<file path="config.mk">
export PLATFORM = sky130hd
export DESIGN_NAME = axi_ar_error_responder_flat
export DESIGN_NICKNAME = d
export VERILOG_FILES = /design/src/rtl/axi_ar_error_responder_if.sv /design/src/rtl/axi_ar_error_responder.sv /design/src/flat_wrapper.sv
export SDC_FILE = /design/constraint.sdc
export NUM_CORES = 1
export LEC_CHECK = 0
export CAP_MARGIN = 20
export CORE_ASPECT_RATIO = 1.4
export CORE_MARGIN = 10
export CORE_UTILIZATION = 44
export CTS_CLUSTER_DIAMETER = 100
export DETAILED_ROUTE_END_ITERATION = 16
export PLACE_DENSITY_LB_ADDON = 0.15
export SLEW_MARGIN = 20
export SYNTH_ARGS = -nofsm -noshare
export SYNTH_HDL_FRONTEND = slang
export SYNTH_SLANG_ARGS = --single-unit
</file>
<file path="constraint.sdc">
create_clock -name clk -period 6.23 [get_ports clk]
set_input_delay 0.9345 -clock clk [delete_from_list [all_inputs] [get_ports clk]]
set_output_delay 0.9345 -clock clk [all_outputs]
set_load 0.005 [all_outputs]
</file>
<file path="src/rtl/axi_ar_error_responder_if.sv">
// Decoder-side and R-channel signal bundle for the AR error responder.
// AXI_AR_ERR_STATS_EN adds the err_count_o statistics output.
interface axi_ar_error_responder_if #(
  parameter int unsigned ID_WIDTH   = 4,
  parameter int unsigned DATA_WIDTH = 64,
  parameter int unsigned USER_WIDTH = 6
);
  logic                  sample_ardata_info_i;
  logic [ID_WIDTH-1:0]   arid_i;
  logic [7:0]            arlen_i;
  logic [USER_WIDTH-1:0] aruser_i;
  logic                  error_req_i;
  logic                  outstanding_trans_i;
  logic                  error_gnt_o;
  logic                  rvalid_o;
  logic                  rready_i;
  logic [ID_WIDTH-1:0]   rid_o;
  logic [DATA_WIDTH-1:0] rdata_o;
  logic [1:0]            rresp_o;
  logic                  rlast_o;
  logic [USER_WIDTH-1:0] ruser_o;
  logic                  busy_o;
`ifdef AXI_AR_ERR_STATS_EN
  logic [15:0]           err_count_o;
`endif

  modport slave (
    input  sample_ardata_info_i, arid_i, arlen_i, aruser_i, error_req_i,
           outstanding_trans_i, rready_i,
    output error_gnt_o, rvalid_o, rid_o, rdata_o, rresp_o, rlast_o, ruser_o,
           busy_o
`ifdef AXI_AR_ERR_STATS_EN
    , output err_count_o
`endif
  );

  modport master (
    output sample_ardata_info_i, arid_i, arlen_i, aruser_i, error_req_i,
           outstanding_trans_i, rready_i,
    input  error_gnt_o, rvalid_o, rid_o, rdata_o, rresp_o, rlast_o, ruser_o,
           busy_o
`ifdef AXI_AR_ERR_STATS_EN
    , input err_count_o
`endif
  );
endinterface

</file>
<file path="src/rtl/axi_ar_error_responder.sv">
// Read-side DECERR slave: captures a failing AR, waits for reads to drain,
// returns an arlen+1 beat error burst, then grants the decoder.
// Optional AXI_AR_ERR_STATS_EN adds a saturating error-burst counter.
module axi_ar_error_responder #(
  parameter int unsigned ID_WIDTH   = 4,
  parameter int unsigned DATA_WIDTH = 64,
  parameter int unsigned USER_WIDTH = 6,
  parameter logic [31:0] ERR_WORD   = 32'hBADC_AB1E,
  parameter logic [1:0]  RESP_CODE  = 2'b11
) (
  input logic                   clk,
  input logic                   rst,
  axi_ar_error_responder_if.slave bus
);

  localparam int unsigned LEN_WIDTH = 8;
  localparam int unsigned CNT_WIDTH = LEN_WIDTH + 1;
  localparam int unsigned REP       = DATA_WIDTH / 32;

  typedef enum logic [1:0] {IDLE, DRAIN, RESP, GNT} state_e;

  state_e                state_q, state_d;
  logic [CNT_WIDTH-1:0]  beat_cnt_q, beat_cnt_d;
  logic [LEN_WIDTH-1:0]  len_q, len_d;
  logic [ID_WIDTH-1:0]   rid_q, rid_d;
  logic [USER_WIDTH-1:0] ruser_q, ruser_d;
  logic                  rvalid_q, rlast_q, gnt_q, busy_q;
  logic                  capture;

  // Next state plus capture of the failing request's fields
  always_comb begin
    state_d    = state_q;
    beat_cnt_d = beat_cnt_q;
    len_d      = len_q;
    rid_d      = rid_q;
    ruser_d    = ruser_q;
    capture    = 1'b0;
    unique case (state_q)
      IDLE: begin
        if (bus.sample_ardata_info_i) begin
          capture = 1'b1;
          state_d = DRAIN;
        end
      end
      DRAIN: begin
        if (!bus.outstanding_trans_i) begin
          state_d    = RESP;
          beat_cnt_d = '0;
        end
      end
      RESP: begin
        if (rvalid_q && bus.rready_i) begin
          if (beat_cnt_q == {1'b0, len_q}) state_d = GNT;
          else                             beat_cnt_d = beat_cnt_q + CNT_WIDTH'(1);
        end
      end
      GNT: begin
        // A back-to-back error request is accepted without passing through IDLE
        if (bus.sample_ardata_info_i) begin
          capture = 1'b1;
          state_d = DRAIN;
        end else begin
          state_d = IDLE;
        end
      end
      default: state_d = IDLE;
    endcase
    if (capture) begin
      len_d   = bus.arlen_i;
      rid_d   = bus.arid_i;
      ruser_d = bus.aruser_i;
    end
  end

  // Outputs are registered from the next-state so they track the state register
  always_ff @(posedge clk) begin
    if (rst) begin
      state_q    <= IDLE;
      beat_cnt_q <= '0;
      len_q      <= '0;
      rid_q      <= '0;
      ruser_q    <= '0;
      rvalid_q   <= 1'b0;
      rlast_q    <= 1'b0;
      gnt_q      <= 1'b0;
      busy_q     <= 1'b0;
    end else begin
      state_q    <= state_d;
      beat_cnt_q <= beat_cnt_d;
      len_q      <= len_d;
      rid_q      <= rid_d;
      ruser_q    <= ruser_d;
      rvalid_q   <= (state_d == RESP);
      rlast_q    <= (state_d == RESP) && (beat_cnt_d == {1'b0, len_d});
      gnt_q      <= (state_d == GNT);
      busy_q     <= (state_d != IDLE);
    end
  end

  assign bus.rvalid_o    = rvalid_q;
  assign bus.rlast_o     = rlast_q;
  assign bus.error_gnt_o = gnt_q;
  assign bus.busy_o      = busy_q;
  assign bus.rid_o       = rid_q;
  assign bus.ruser_o     = ruser_q;
  assign bus.rdata_o     = {REP{ERR_WORD}};
  assign bus.rresp_o     = RESP_CODE;

`ifdef AXI_AR_ERR_STATS_EN
  logic [15:0] err_count_q;

  // Completed error bursts, saturating
  always_ff @(posedge clk) begin
    if (rst) begin
      err_count_q <= '0;
    end else if (state_q == GNT && err_count_q != 16'hFFFF) begin
      err_count_q <= err_count_q + 16'd1;
    end else begin
      err_count_q <= err_count_q;
    end
  end

  assign bus.err_count_o = err_count_q;
`endif

  a_no_sample_while_busy: assert property (@(posedge clk) disable iff (rst)
    (state_q == DRAIN || state_q == RESP) |-> !bus.sample_ardata_info_i);

  a_no_outstanding_in_resp: assert property (@(posedge clk) disable iff (rst)
    (state_q == RESP) |-> !bus.outstanding_trans_i);

  a_sample_with_req: assert property (@(posedge clk) disable iff (rst)
    bus.sample_ardata_info_i |-> bus.error_req_i);

endmodule

</file>
<file path="src/flat_wrapper.sv">
// flat-port wrapper written by rule: the top's interface ports become plain ports
module axi_ar_error_responder_flat 
#(
  parameter int unsigned ID_WIDTH   = 4,
  parameter int unsigned DATA_WIDTH = 64,
  parameter int unsigned USER_WIDTH = 6,
  parameter logic [31:0] ERR_WORD   = 32'hBADC_AB1E,
  parameter logic [1:0]  RESP_CODE  = 2'b11
)
  (clk, rst, bus_sample_ardata_info_i, bus_arid_i, bus_arlen_i, bus_aruser_i, bus_error_req_i, bus_outstanding_trans_i, bus_rready_i, bus_error_gnt_o, bus_rvalid_o, bus_rid_o, bus_rdata_o, bus_rresp_o, bus_rlast_o, bus_ruser_o, bus_busy_o);
  axi_ar_error_responder_if #(.ID_WIDTH(ID_WIDTH), .DATA_WIDTH(DATA_WIDTH), .USER_WIDTH(USER_WIDTH)) bus_i ();
  input logic clk;
  input logic rst;
  input wire logic [$bits(bus_i.sample_ardata_info_i)-1:0] bus_sample_ardata_info_i;
  input wire logic [$bits(bus_i.arid_i)-1:0] bus_arid_i;
  input wire logic [$bits(bus_i.arlen_i)-1:0] bus_arlen_i;
  input wire logic [$bits(bus_i.aruser_i)-1:0] bus_aruser_i;
  input wire logic [$bits(bus_i.error_req_i)-1:0] bus_error_req_i;
  input wire logic [$bits(bus_i.outstanding_trans_i)-1:0] bus_outstanding_trans_i;
  input wire logic [$bits(bus_i.rready_i)-1:0] bus_rready_i;
  output wire logic [$bits(bus_i.error_gnt_o)-1:0] bus_error_gnt_o;
  output wire logic [$bits(bus_i.rvalid_o)-1:0] bus_rvalid_o;
  output wire logic [$bits(bus_i.rid_o)-1:0] bus_rid_o;
  output wire logic [$bits(bus_i.rdata_o)-1:0] bus_rdata_o;
  output wire logic [$bits(bus_i.rresp_o)-1:0] bus_rresp_o;
  output wire logic [$bits(bus_i.rlast_o)-1:0] bus_rlast_o;
  output wire logic [$bits(bus_i.ruser_o)-1:0] bus_ruser_o;
  output wire logic [$bits(bus_i.busy_o)-1:0] bus_busy_o;
  assign bus_i.sample_ardata_info_i = bus_sample_ardata_info_i;
  assign bus_i.arid_i = bus_arid_i;
  assign bus_i.arlen_i = bus_arlen_i;
  assign bus_i.aruser_i = bus_aruser_i;
  assign bus_i.error_req_i = bus_error_req_i;
  assign bus_i.outstanding_trans_i = bus_outstanding_trans_i;
  assign bus_i.rready_i = bus_rready_i;
  assign bus_error_gnt_o = bus_i.error_gnt_o;
  assign bus_rvalid_o = bus_i.rvalid_o;
  assign bus_rid_o = bus_i.rid_o;
  assign bus_rdata_o = bus_i.rdata_o;
  assign bus_rresp_o = bus_i.rresp_o;
  assign bus_rlast_o = bus_i.rlast_o;
  assign bus_ruser_o = bus_i.ruser_o;
  assign bus_busy_o = bus_i.busy_o;
  axi_ar_error_responder #(.ID_WIDTH(ID_WIDTH), .DATA_WIDTH(DATA_WIDTH), .USER_WIDTH(USER_WIDTH), .ERR_WORD(ERR_WORD), .RESP_CODE(RESP_CODE)) u_core (.clk(clk), .rst(rst), .bus(bus_i));
endmodule
</file>
* After elaboration in Yosys (flattened, before gate mapping) *
Cells that the tools add are included.

storage, ports and cells
  bits of input ports = 24
  output and inout port bits = 80
  logic and storage cells = 35
  register bits = 33

operators by class
  add/subtract/negate cells = 1
  reductions and logical operators = 5
  eq/ne operators = 7
  mux-type cells = 13

operators with widths
  kind                                                             number
  9-bit 2-to-1 mux                                                 3
  9-bit by 8-bit == test with 1-bit output                         2
  9-bit case mux with 2 select lines                               1
  9-bit by 1-bit adder with 9-bit output, second input constant    1
  2-bit == test, second input constant                             4
  2-bit 2-to-1 mux                                                 4
  8-bit 2-to-1 mux                                                 1
  2-bit case mux with 4 select lines                               1
  1-bit 2-to-1 mux                                                 3
  2-bit by 1-bit == test with 1-bit output, second input constant  1
  1-bit logical AND                                                2
  2-bit logical NOT                                                1
  2-bit nonzero test                                               1
  2-bit OR reduction                                               1

* Logic depth before layout (Yosys ltp) *
Gate-level depths: netlist of run 1.

  depth in word-level cells = 6
  depth in mapped cells = 9
  gate-level depth less buffers = 9

* Worst setup path before layout of run 1 *
No wires, ideal clock.

  path type = input-to-reg
  from = input port bus_rready_i
  to = register u_core.rlast_q, in the netlist u_core.bus.rlast_o
  arrival = 2.199 ns
  stages on the path = 8
  setup slack = 3.944 ns
  data required time = 6.142 ns
  library setup time = 0.088 ns
  buffers on the path = 0
  path through = and2_1 nand4_1 nor2_1 nand3_1 a31o_1 a21oi_1 nand3_1 nor4_2

between the ends
  longest elaborated chain between the ends = 5
  elaborated cells on any way between the ends = 8
  those cells by class = eq/ne: 2; mux: 4; reduce/logical: 2

ends and longest elaborated chain
  item                                                                                             RTL line                      text
  from (decl)                                                                                      flat_wrapper.sv:20            input wire logic [$bits(bus_i.rready_i)-1:0] bus_rready_i;
  1-bit logical AND (*)                                                                            axi_ar_error_responder.sv:52  if (rvalid_q && bus.rready_i) begin
  9-bit 2-to-1 mux / 2-bit 2-to-1 mux (equally long branches)                                      axi_ar_error_responder.sv:52
  9-bit case mux with 2 select lines / 2-bit case mux with 4 select lines (equally long branches)  axi_ar_error_responder.sv:38  unique case (state_q)
  9-bit by 8-bit == test with 1-bit output / 2-bit == test (equally long branches)                 axi_ar_error_responder.sv:94  rlast_q <= (state_d == RESP) && (beat_cnt_d == {1'b0, len_d});
  1-bit logical AND (*)                                                                            axi_ar_error_responder.sv:94
  to (signal assigned)                                                                             axi_ar_error_responder.sv:94
  to (decl)                                                                                        axi_ar_error_responder.sv:27  logic rvalid_q, rlast_q, gnt_q, busy_q;

Every way passes the cells marked *; elsewhere a longest branch is shown, timed or not.
A chain may end at the register's enable or synchronous reset.

* Worst setup path in the final report of run 1 *
Same ends and word-level chain as after synthesis.

==> results of run 1 <==
-- state kept, by name (all words and copies together) (netlist names) --
register and cells:
u_core.bus.ruser_o 6, u_core.bus.error_gnt_o 1, u_core.len_q 8, u_core.beat_cnt_q 9
u_core.state_q 2, u_core.bus.rvalid_o 1, u_core.bus.rlast_o 1, u_core.bus.busy_o 1
u_core.bus.rid_o 4
-- worst min path at each step --
| stage | from | end | slack [ns] | cells after the start |
|---|---|---|---|---|
| 3_3_place_gp | u_core.bus.ruser_o[2] | u_core.bus.ruser_o[2] | 0.44 | 2 |
| 2_1_floorplan | u_core.bus.rid_o[0] | u_core.bus.rid_o[0] | 0.45 | 2 |
| 5_1_grt | u_core.bus.ruser_o[5] | u_core.bus.ruser_o[5] | 0.48 | 2 |
| 6_report | u_core.bus.rid_o[0] | u_core.bus.rid_o[0] | 0.45 | 2 |
| 3_5_place_dp | u_core.bus.ruser_o[1] | u_core.bus.ruser_o[1] | 0.45 | 2 |
| 4_1_cts | u_core.bus.ruser_o[1] | u_core.bus.ruser_o[1] | 0.46 | 2 |
-- power by group through the flow --
| stage | registers (uW) | clock network [uW] | logic [uW] |
|---|---|---|---|
| after floorplan | 246 | 0 | 148 |
| final | 241 | 176 | 182 |
| after CTS | 242 | 183 | 183 |
| after global placement | 246 | 0 | 182 |
| after global routing | 244 | 191 | 208 |
| after detailed placement | 247 | 0 | 182 |
-- Yosys cell counts, types with 2 or more instances --
library cell / number / area share [%]
a21oi_1: 18 / 4.2
nor3b_1: 2 / 0.70
ha_1: 5 / 2.9
o21ai_1: 6 / 1.4
clkbuf_1: 6 / 1.1
buf_4: 66 / 23
nand2b_1: 2 / 0.58
a31oi_1: 5 / 1.5
conb_1: 2 / 0.35
a41o_1: 3 / 1.4
dfxtp_1: 33 / 31
nand3_1: 3 / 0.70
nand4_1: 4 / 1.2
xnor2_1: 7 / 2.9
nor2b_1: 3 / 0.88
inv_1: 5 / 0.88
xor2_1: 9 / 3.7
nand2_1: 31 / 5.4
nor2_1: 25 / 4.4
o21ai_0: 2 / 0.47
mux2i_1: 8 / 3.7
and2_1: 4 / 1.2
-- layout make-up --
type                    instances  share of cell area, %
flip-flops and latches         33                   27.3
well taps                      64                   3.31
repair buffers                 38                   15.5
multi-input cells             216                   48.9
clock inverters                 1                  0.207
inverters                       5                  0.776
clock buffers                   7                   3.98
-- placed cells by master (no fill, tap or decap), drive strengths merged, types with 2 or more instances in the layout --
cell and instances:
a31oi 5, and3 2, nand4 4, ha 5, clkdlybuf4s50 36, clkbuf 7
buf 2, inv 5, a41o 3, nand2 31, dfxtp 33, and2 4
nand2b 2, nor3b 2, a21oi 18, nor2b 3, mux2i 8, o21ai 8
nand3 4, xnor2 7, conb 66, xor2 9, nor4 2, nor2 26
-- kinds of logic after synthesis --
kind of cell	share of synthesized area, %
XOR/XNOR	6.54
multiplexers	3.74
adder cells (fa/ha/maj)	2.92
AO/OA/AOI/OAI	11.0
flip-flops	30.8
buffers and inverters	25.2
AND/OR/NAND/NOR	19.4
other	0.350
-- critical path, cell delays in order --
cell and delay (ns):
clkdlybuf4s50_1 0.47, and2_1 0.22, nand4_1 0.15, nor2_1 0.22
nand3_1 0.17, a31o_1 0.25, a21oi_1 0.17, nand3_1 0.15
nor4_2 0.28
-- per-stage QoR --
stage	std cells	utilization, %
after CTS	364	50.7
after global routing	364	50.7
after global placement	356	48.6
after detailed placement	356	48.6
final	364	50.7
after floorplan	327	-
-- routing by layer --
metal / vias up / global-route usage (%) / wire [microns]
li1: 808 / - / -
met5: - / 0 / 0
met1: 737 / 10.5 / 1610
met4: 0 / 4.56 / 80
met3: 8 / 7.77 / 629
met2: 68 / 19.3 / 2460
==> impl_metrics.csv, run 1 <==
group,metric,value,unit
power,swShare,31.9,%
detailed_routing,drt-initial-drc-count,45,
cts,cts_root_buffer,"clkbuf_8",
sta,timing.final.ws_setup,3.42,ns
global_routing,gr-total-overflow,0,
cts,cts.clk_slew.worst_paths,0.06,ns
detailed_routing,vias_per_cell,4.45,
die,core,4770,sq um
cts,cts_resized,0,
cts,clock_path_buffers,2,
worst_setup_path,cp.required,6.42,ns
yosys,yosys_warnings,0,
power,pwr-share-seq,40.2,%
worst_setup_path,endpoint,"u_core.bus.rlast_o",
yosys,ys.flop_type,"dfxtp_1",
cts,numCtsBuffers,5,
status,outcome,"completed",
worst_setup_path,crit_arrival,3.00,ns
worst_setup_path,worst_setup_path_end_kind,"register",
final_layout,drive_above_1_share,5.67,%
power,power_density,248,nW/um^2
yosys,async_reset_ff_share,0,%
cts,clock_sinks,33,
cts,postCtsHoldBufs,0,
placement,place_area,2320,sq um
die,chipWidth,79.0,microns
sta,rsz0062_at_grt,"false",
sta,max_freq,0.356,GHz
sta,setup_tns,0,ns
power,p_int,409,uW
detailed_routing,via_count,1621,
sta,finalHoldWorstSlack,0.454,ns
sta,finalMaxSlewViolations,0,
global_routing,grt_use_total,11.4,%
yosys,synthesis.instances,263,
die,ioPinCount,104,
placement,dp.final_hpwl,3890,microns
detailed_routing,wl_per_cell,13.1,microns
power,clkPwrFrac,29.3,%
yosys,synth_area_per_cell,8.15,sq um
global_routing,grt_pass1_vias,1591,
worst_setup_path,rr_endpoint,"u_core.bus.rlast_o",
worst_setup_path,regToRegSetupSlack,3.93,ns
yosys,synth_edf_count,0,
cts,post_cts_buffers,0,
worst_setup_path,critPathKind,"primary input to register",
yosys,synth_seq_area_share,30.8,%
detailed_routing,wl,4780,microns
worst_setup_path,r2r-start,"u_core.state_q[0]",
global_routing,grt_start_max_net_pins,31,
min_path,hp-class,"register to register",
final_layout,seq_area,661,sq um
detailed_routing,ant_nets,0,
final_layout,num_antenna_cells,0,
die,dieArea,8100,sq um
yosys,syn_area,2140,sq um
cts,cts_tree,"built",
sta,setup_viol,0,
power,comb_power_share,30.4,%
worst_setup_path,crit_fanout,5,
detailed_routing,dr.pass1.iters,4,
final_layout,nets,328,
final_layout,syn2layout_area_growth,12.8,%
worst_setup_path,startpoint_type,"primary input",
sta,hold_viol,0,
cts,clkLatencyLatePin,0.28,ns
die,start_util,45.0,%
placement,pre_cts_slack,3.12,ns
power,p_sw,191,uW
job,maxCapViolations,0,
die,die_y,103,microns
sta,fin_worst_skew,0.00348,ns
yosys,ys_ff_latch,33,
sta,finalCritPeriodShare,45.1,%
die,rows,30,
placement,numPortBuffers,36,
global_routing,grt_pass1_wl,7380,microns
final_layout,final_area,2420,sq um
sta,fin_crit,2.81,ns
detailed_routing,drc,0,
worst_setup_path,reg2reg_depth,8,
final_layout,multiInputGateArea,1180,sq um
final_layout,fillers,498,
power,worst_ir_drop_vdd,0.000131,V
yosys,yosys.cell_types.count,36,
placement,gp_congestion,0.779,
global_routing,antenna_found_initial,0,
power,p_total,600,uW
cts,h-tree-depth,2,
power,power_leakage,0.00108,uW
worst_setup_path,crit_path_start,"bus_rready_i",
Note: power is estimated with default switching activity, not from simulation.
==> run 2: changes to the inputs <==
- CORE_UTILIZATION: 44 -> 41
- clock period: 6.23 -> 2.9 ns (I/O delays scaled with it)
==> run 2 against run 1 <==
Compared with the run above:
- first-iteration DRC count up 27%
- flip-flop and latch count unchanged
- via count down 1.7%
- clock-buffer cell count unchanged
- global-route usage down 0.40 points
- utilization down 3.0 points
- design area up 1.0%
- cell count up 0.82%
- register-to-register slack worse by 3.3 ns
- highest routed layer unchanged
==> impl_metrics.csv, run 2 (same netlist as run 1, synthesis figures left out) <==
group,metric,value,unit
worst_setup_path,crit_arrival,2.48,ns
final_layout,fillers,549,
sta,setup_tns,0,ns
detailed_routing,drc,0,
final_layout,drive_above_1_share,5.65,%
cts,cts_root_buffer,"clkbuf_8",
cts,numCtsBuffers,5,
worst_setup_path,worst_setup_path_end_kind,"register",
global_routing,grt_pass1_wl,7720,microns
power,p_total,1360,uW
detailed_routing,via_count,1593,
detailed_routing,wl_per_cell,13.1,microns
die,rows,31,
global_routing,grt_start_max_net_pins,30,
min_path,hp-class,"register to register",
job,maxCapViolations,0,
global_routing,grt_use_total,11.0,%
sta,fin_worst_skew,0.00790,ns
detailed_routing,drt-initial-drc-count,57,
placement,gp_congestion,0.822,
final_layout,num_antenna_cells,0,
sta,max_freq,0.438,GHz
cts,postCtsHoldBufs,0,
worst_setup_path,cp.required,3.09,ns
power,power_leakage,0.00109,uW
final_layout,nets,329,
placement,pre_cts_slack,0.288,ns
final_layout,syn2layout_area_growth,14.0,%
detailed_routing,ant_nets,0,
placement,place_area,2330,sq um
cts,post_cts_buffers,0,
die,dieArea,8560,sq um
die,start_util,41.9,%
final_layout,most-common-layout-cells,"conb_1 (66), clkdlybuf4s50_1 (36), dfxtp_1 (33)",
final_layout,final_area,2440,sq um
final_layout,multiInputGateArea,1180,sq um
die,die_y,106,microns
final_layout,largest_register_ffs,9,
worst_setup_path,startpoint_type,"primary input",
die,chipWidth,81.1,microns
sta,finalMaxSlewViolations,0,
sta,setup_viol,0,
worst_setup_path,crit_fanout,5,
detailed_routing,vias_per_cell,4.34,
die,core,5120,sq um
status,outcome,"completed",
sta,rsz0062_at_grt,"false",
power,worst_ir_drop_vdd,0.000337,V
sta,hold_viol,0,
die,ioPinCount,104,
global_routing,antenna_found_initial,0,
cts,cts_resized,0,
final_layout,regMostFlops,"u_core.beat_cnt_q",
cts,clock_sinks,33,
placement,numPortBuffers,36,
detailed_routing,dr.pass1.iters,4,
sta,timing.final.ws_setup,0.616,ns
cts,cts.clk_slew.worst_paths,0.07,ns
final_layout,seq_area,661,sq um
cts,clock_path_buffers,2,
cts,clkLatencyLatePin,0.28,ns
cts,h-tree-depth,2,
final_layout,mostFrequentLayoutCell,"conb_1",
detailed_routing,wl,4820,microns
cts,cts_tree,"built",
sta,finalCritPeriodShare,78.8,%
worst_setup_path,critPathKind,"primary input to register",
power,power_density,556,nW/um^2
global_routing,grt_pass1_vias,1635,
sta,fin_crit,2.28,ns
placement,dp.final_hpwl,3880,microns
global_routing,gr-total-overflow,0,
## run 2: cell types whose count changed in the layout (fill, tap and decap cells not counted), sizes merged
| cell | change |
|---|---|
| clkinv | -1 |
| bufinv | +1 |
| buf | +1 |
## run 2: final cells by class
type	instances	share of cell area [%]
clock buffer	7	3.53
clock inverter	1	1.23
inverter	5	0.768
multi-input combinational	216	48.4
sequential	33	27.0
tap	66	3.38
timing repair buffer	39	15.7
## run 2: power by group
group / internal [uW] / switching (uW)
registers: 495 / 23.8
clock network: 280 / 165
logic: 172 / 222
total: 947 / 411
## run 2: worst paths after layout
check,start,end,slack (ns),cells after the start
max reg2reg,u_core.beat_cnt_q[3],u_core.bus.rlast_o,0.62,8
max,bus_rready_i,u_core.bus.rlast_o,0.62,9
min,u_core.bus.ruser_o[2],u_core.bus.ruser_o[2],0.45,2
min reg2reg,u_core.bus.ruser_o[2],u_core.bus.ruser_o[2],0.45,2
## run 2: routing by layer
metal	up-vias	routed length (microns)	global-route usage [%]
met5	-	0	0
met4	0	29	2.98
met3	2	559	5.27
met2	61	2490	19.6
met1	717	1740	11.0
li1	813	-	-
## run 2: stage by stage
| stage | instances | utilization, % | hold slack (ns) |
|---|---|---|---|
| after floorplan | 327 | - | 0.453 |
| after CTS | 367 | 47.7 | 0.457 |
| after global placement | 359 | 45.5 | 0.441 |
| after global routing | 367 | 47.7 | 0.472 |
| after detailed placement | 359 | 45.5 | 0.447 |
| final | 367 | 47.7 | 0.452 |
## run 2: worst max-delay path: stages
cell and delay [ns]:
clkdlybuf4s50_1 0.46, and2_1 0.22, nand4_1 0.15, nor2_1 0.21, nand3_1 0.13, a31o_1 0.24, a21oi_1 0.18, nand3_1 0.16
nor4_2 0.28
==> run 3: changes to the inputs <==
- clock period: 2.9 -> 2.3 ns (I/O delays scaled with it)
==> run 3 against run 2 <==
Compared with the run above:
- die area did not move
- hold slack improved by 0.00068 ns
- via count rose by 3.5%
- design area rose by 6.7%
- utilization rose by 3.2 points
- largest power group unchanged
==> impl_metrics.csv, run 3 (same netlist as run 1, synthesis figures left out) <==
group,metric,value,unit
detailed_routing,dr.pass1.iters,6,
job,maxCapViolations,0,
sta,finalHoldWorstSlack,0.453,ns
worst_setup_path,crit_arrival,2.35,ns
cts,clock_path_buffers,2,
detailed_routing,via_count,1649,
cts,postCtsHoldBufs,0,
final_layout,num_antenna_cells,0,
detailed_routing,vias_per_cell,4.39,
detailed_routing,wl,4930,microns
cts,numCtsBuffers,5,
detailed_routing,ant_nets,0,
placement,dp_cells,367,
placement,numPortBuffers,36,
power,worst_ir_drop_vdd,0.000471,V
global_routing,grt_pass1_wl,7530,microns
final_layout,multiInputGateArea,1260,sq um
power,p_total,1870,uW
final_layout,syn2layout_area_growth,21.7,%
final_layout,fin_cells,376,
die,core,5120,sq um
final_layout,final_area,2610,sq um
global_routing,grt_start_max_net_pins,30,
cts,cts_root_buffer,"clkbuf_8",
sta,rsz0062_at_grt,"false",
final_layout,seq_area,666,sq um
placement,place_area,2390,sq um
sta,fin_crit,2.15,ns
sta,setup_viol,0,
final_layout,mostFrequentLayoutCell,"conb_1",
cts,cts_tree,"built",
global_routing,grt_use_total,10.9,%
die,dieArea,8560,sq um
sta,max_freq,0.465,GHz
die,rows,31,
sta,hold_viol,0,
status,outcome,"completed",
sta,fin_worst_skew,0.00392,ns
power,power_leakage,0.00115,uW
worst_setup_path,crit_fanout,8,
worst_setup_path,startpoint_type,"register",
die,chipWidth,81.1,microns
worst_setup_path,worst_setup_path_end_kind,"register",
cts,cts.clk_slew.worst_paths,0.07,ns
sta,setup_tns,0,ns
placement,dp.final_hpwl,3940,microns
global_routing,antenna_found_initial,0,
final_layout,drive_above_1_share,14.2,%
detailed_routing,drc,0,
final_layout,fillers,499,
placement,gp_congestion,0.779,
sta,finalCritPeriodShare,93.6,%
min_path,hp-class,"register to register",
die,die_y,106,microns
sta,finalMaxSlewViolations,0,
die,ioPinCount,104,
final_layout,nets,338,
detailed_routing,drt-initial-drc-count,66,
final_layout,most-common-layout-cells,"conb_1 (66), clkdlybuf4s50_1 (36), nand2_1 (30)",
die,start_util,41.9,%
cts,clock_sinks,33,
cts,h-tree-depth,2,
cts,clkLatencyLatePin,0.28,ns
worst_setup_path,cp.required,2.50,ns
worst_setup_path,critPathKind,"register to register",
final_layout,largest_register_ffs,9,
final_layout,regMostFlops,"u_core.beat_cnt_q",
global_routing,grt_pass1_vias,1641,
global_routing,gr-total-overflow,0,
power,power_density,715,nW/um^2
detailed_routing,wl_per_cell,13.1,microns
-- run 3: worst paths after layout --
kind	slack, ns	endpoint	cells after the start	start
setup / recovery	0.15	u_core.bus.rlast_o	9	u_core.len_q[2]
hold / removal	0.45	u_core.bus.rid_o[2]	2	u_core.bus.rid_o[2]
setup reg to reg	0.15	u_core.bus.rlast_o	9	u_core.len_q[2]
hold reg to reg	0.45	u_core.bus.rid_o[2]	2	u_core.bus.rid_o[2]
-- run 3: final cells by class --
cell class,instances,share of cell area (%)
multi-input cells,216,48.2
flip-flops and latches,33,25.5
repair buffers,48,17.3
well taps,66,3.17
clock buffers,5,2.64
clock inverters,3,2.50
inverters,5,0.720
-- run 3: power by group --
part           total, uW  internal (uW)  switching (uW)
Combinational        567            261             306
Clock                643            430             212
Sequential           656            624            32.1
Total               1870           1320             550
-- run 3: worst max-delay path, cell delays in order, from the launching register on --
cell	delay [ns]
dfxtp_1	0.34
xor2_2	0.19
nor4_4	0.26
buf_4	0.18
nand3_4	0.13
and3_4	0.21
a211oi_4	0.24
xor2_1	0.15
nand2_1	0.09
nor4_2	0.27
-- run 3: per-stage QoR --
step	setup slack, ns	utilization, %
after CTS	0.0425	49.3
after global routing	0.00841	50.9
after floorplan	0.186	-
after detailed placement	-0.0768	46.6
final	0.147	50.9
after global placement	-0.0484	46.6
-- run 3: what timing repair did --
action | CTS | global route
pin swaps | 0 | 4
endpoints found under the setup margin | 1 | 1
resized for setup | 1 | 19
buffers inserted | 0 | 1
-- run 3: metal layers --
layer,routed length (microns),track usage (%)
met1,1770,10.7
met3,584,5.44
met2,2480,18.4
met5,0,0
met4,91,4.84
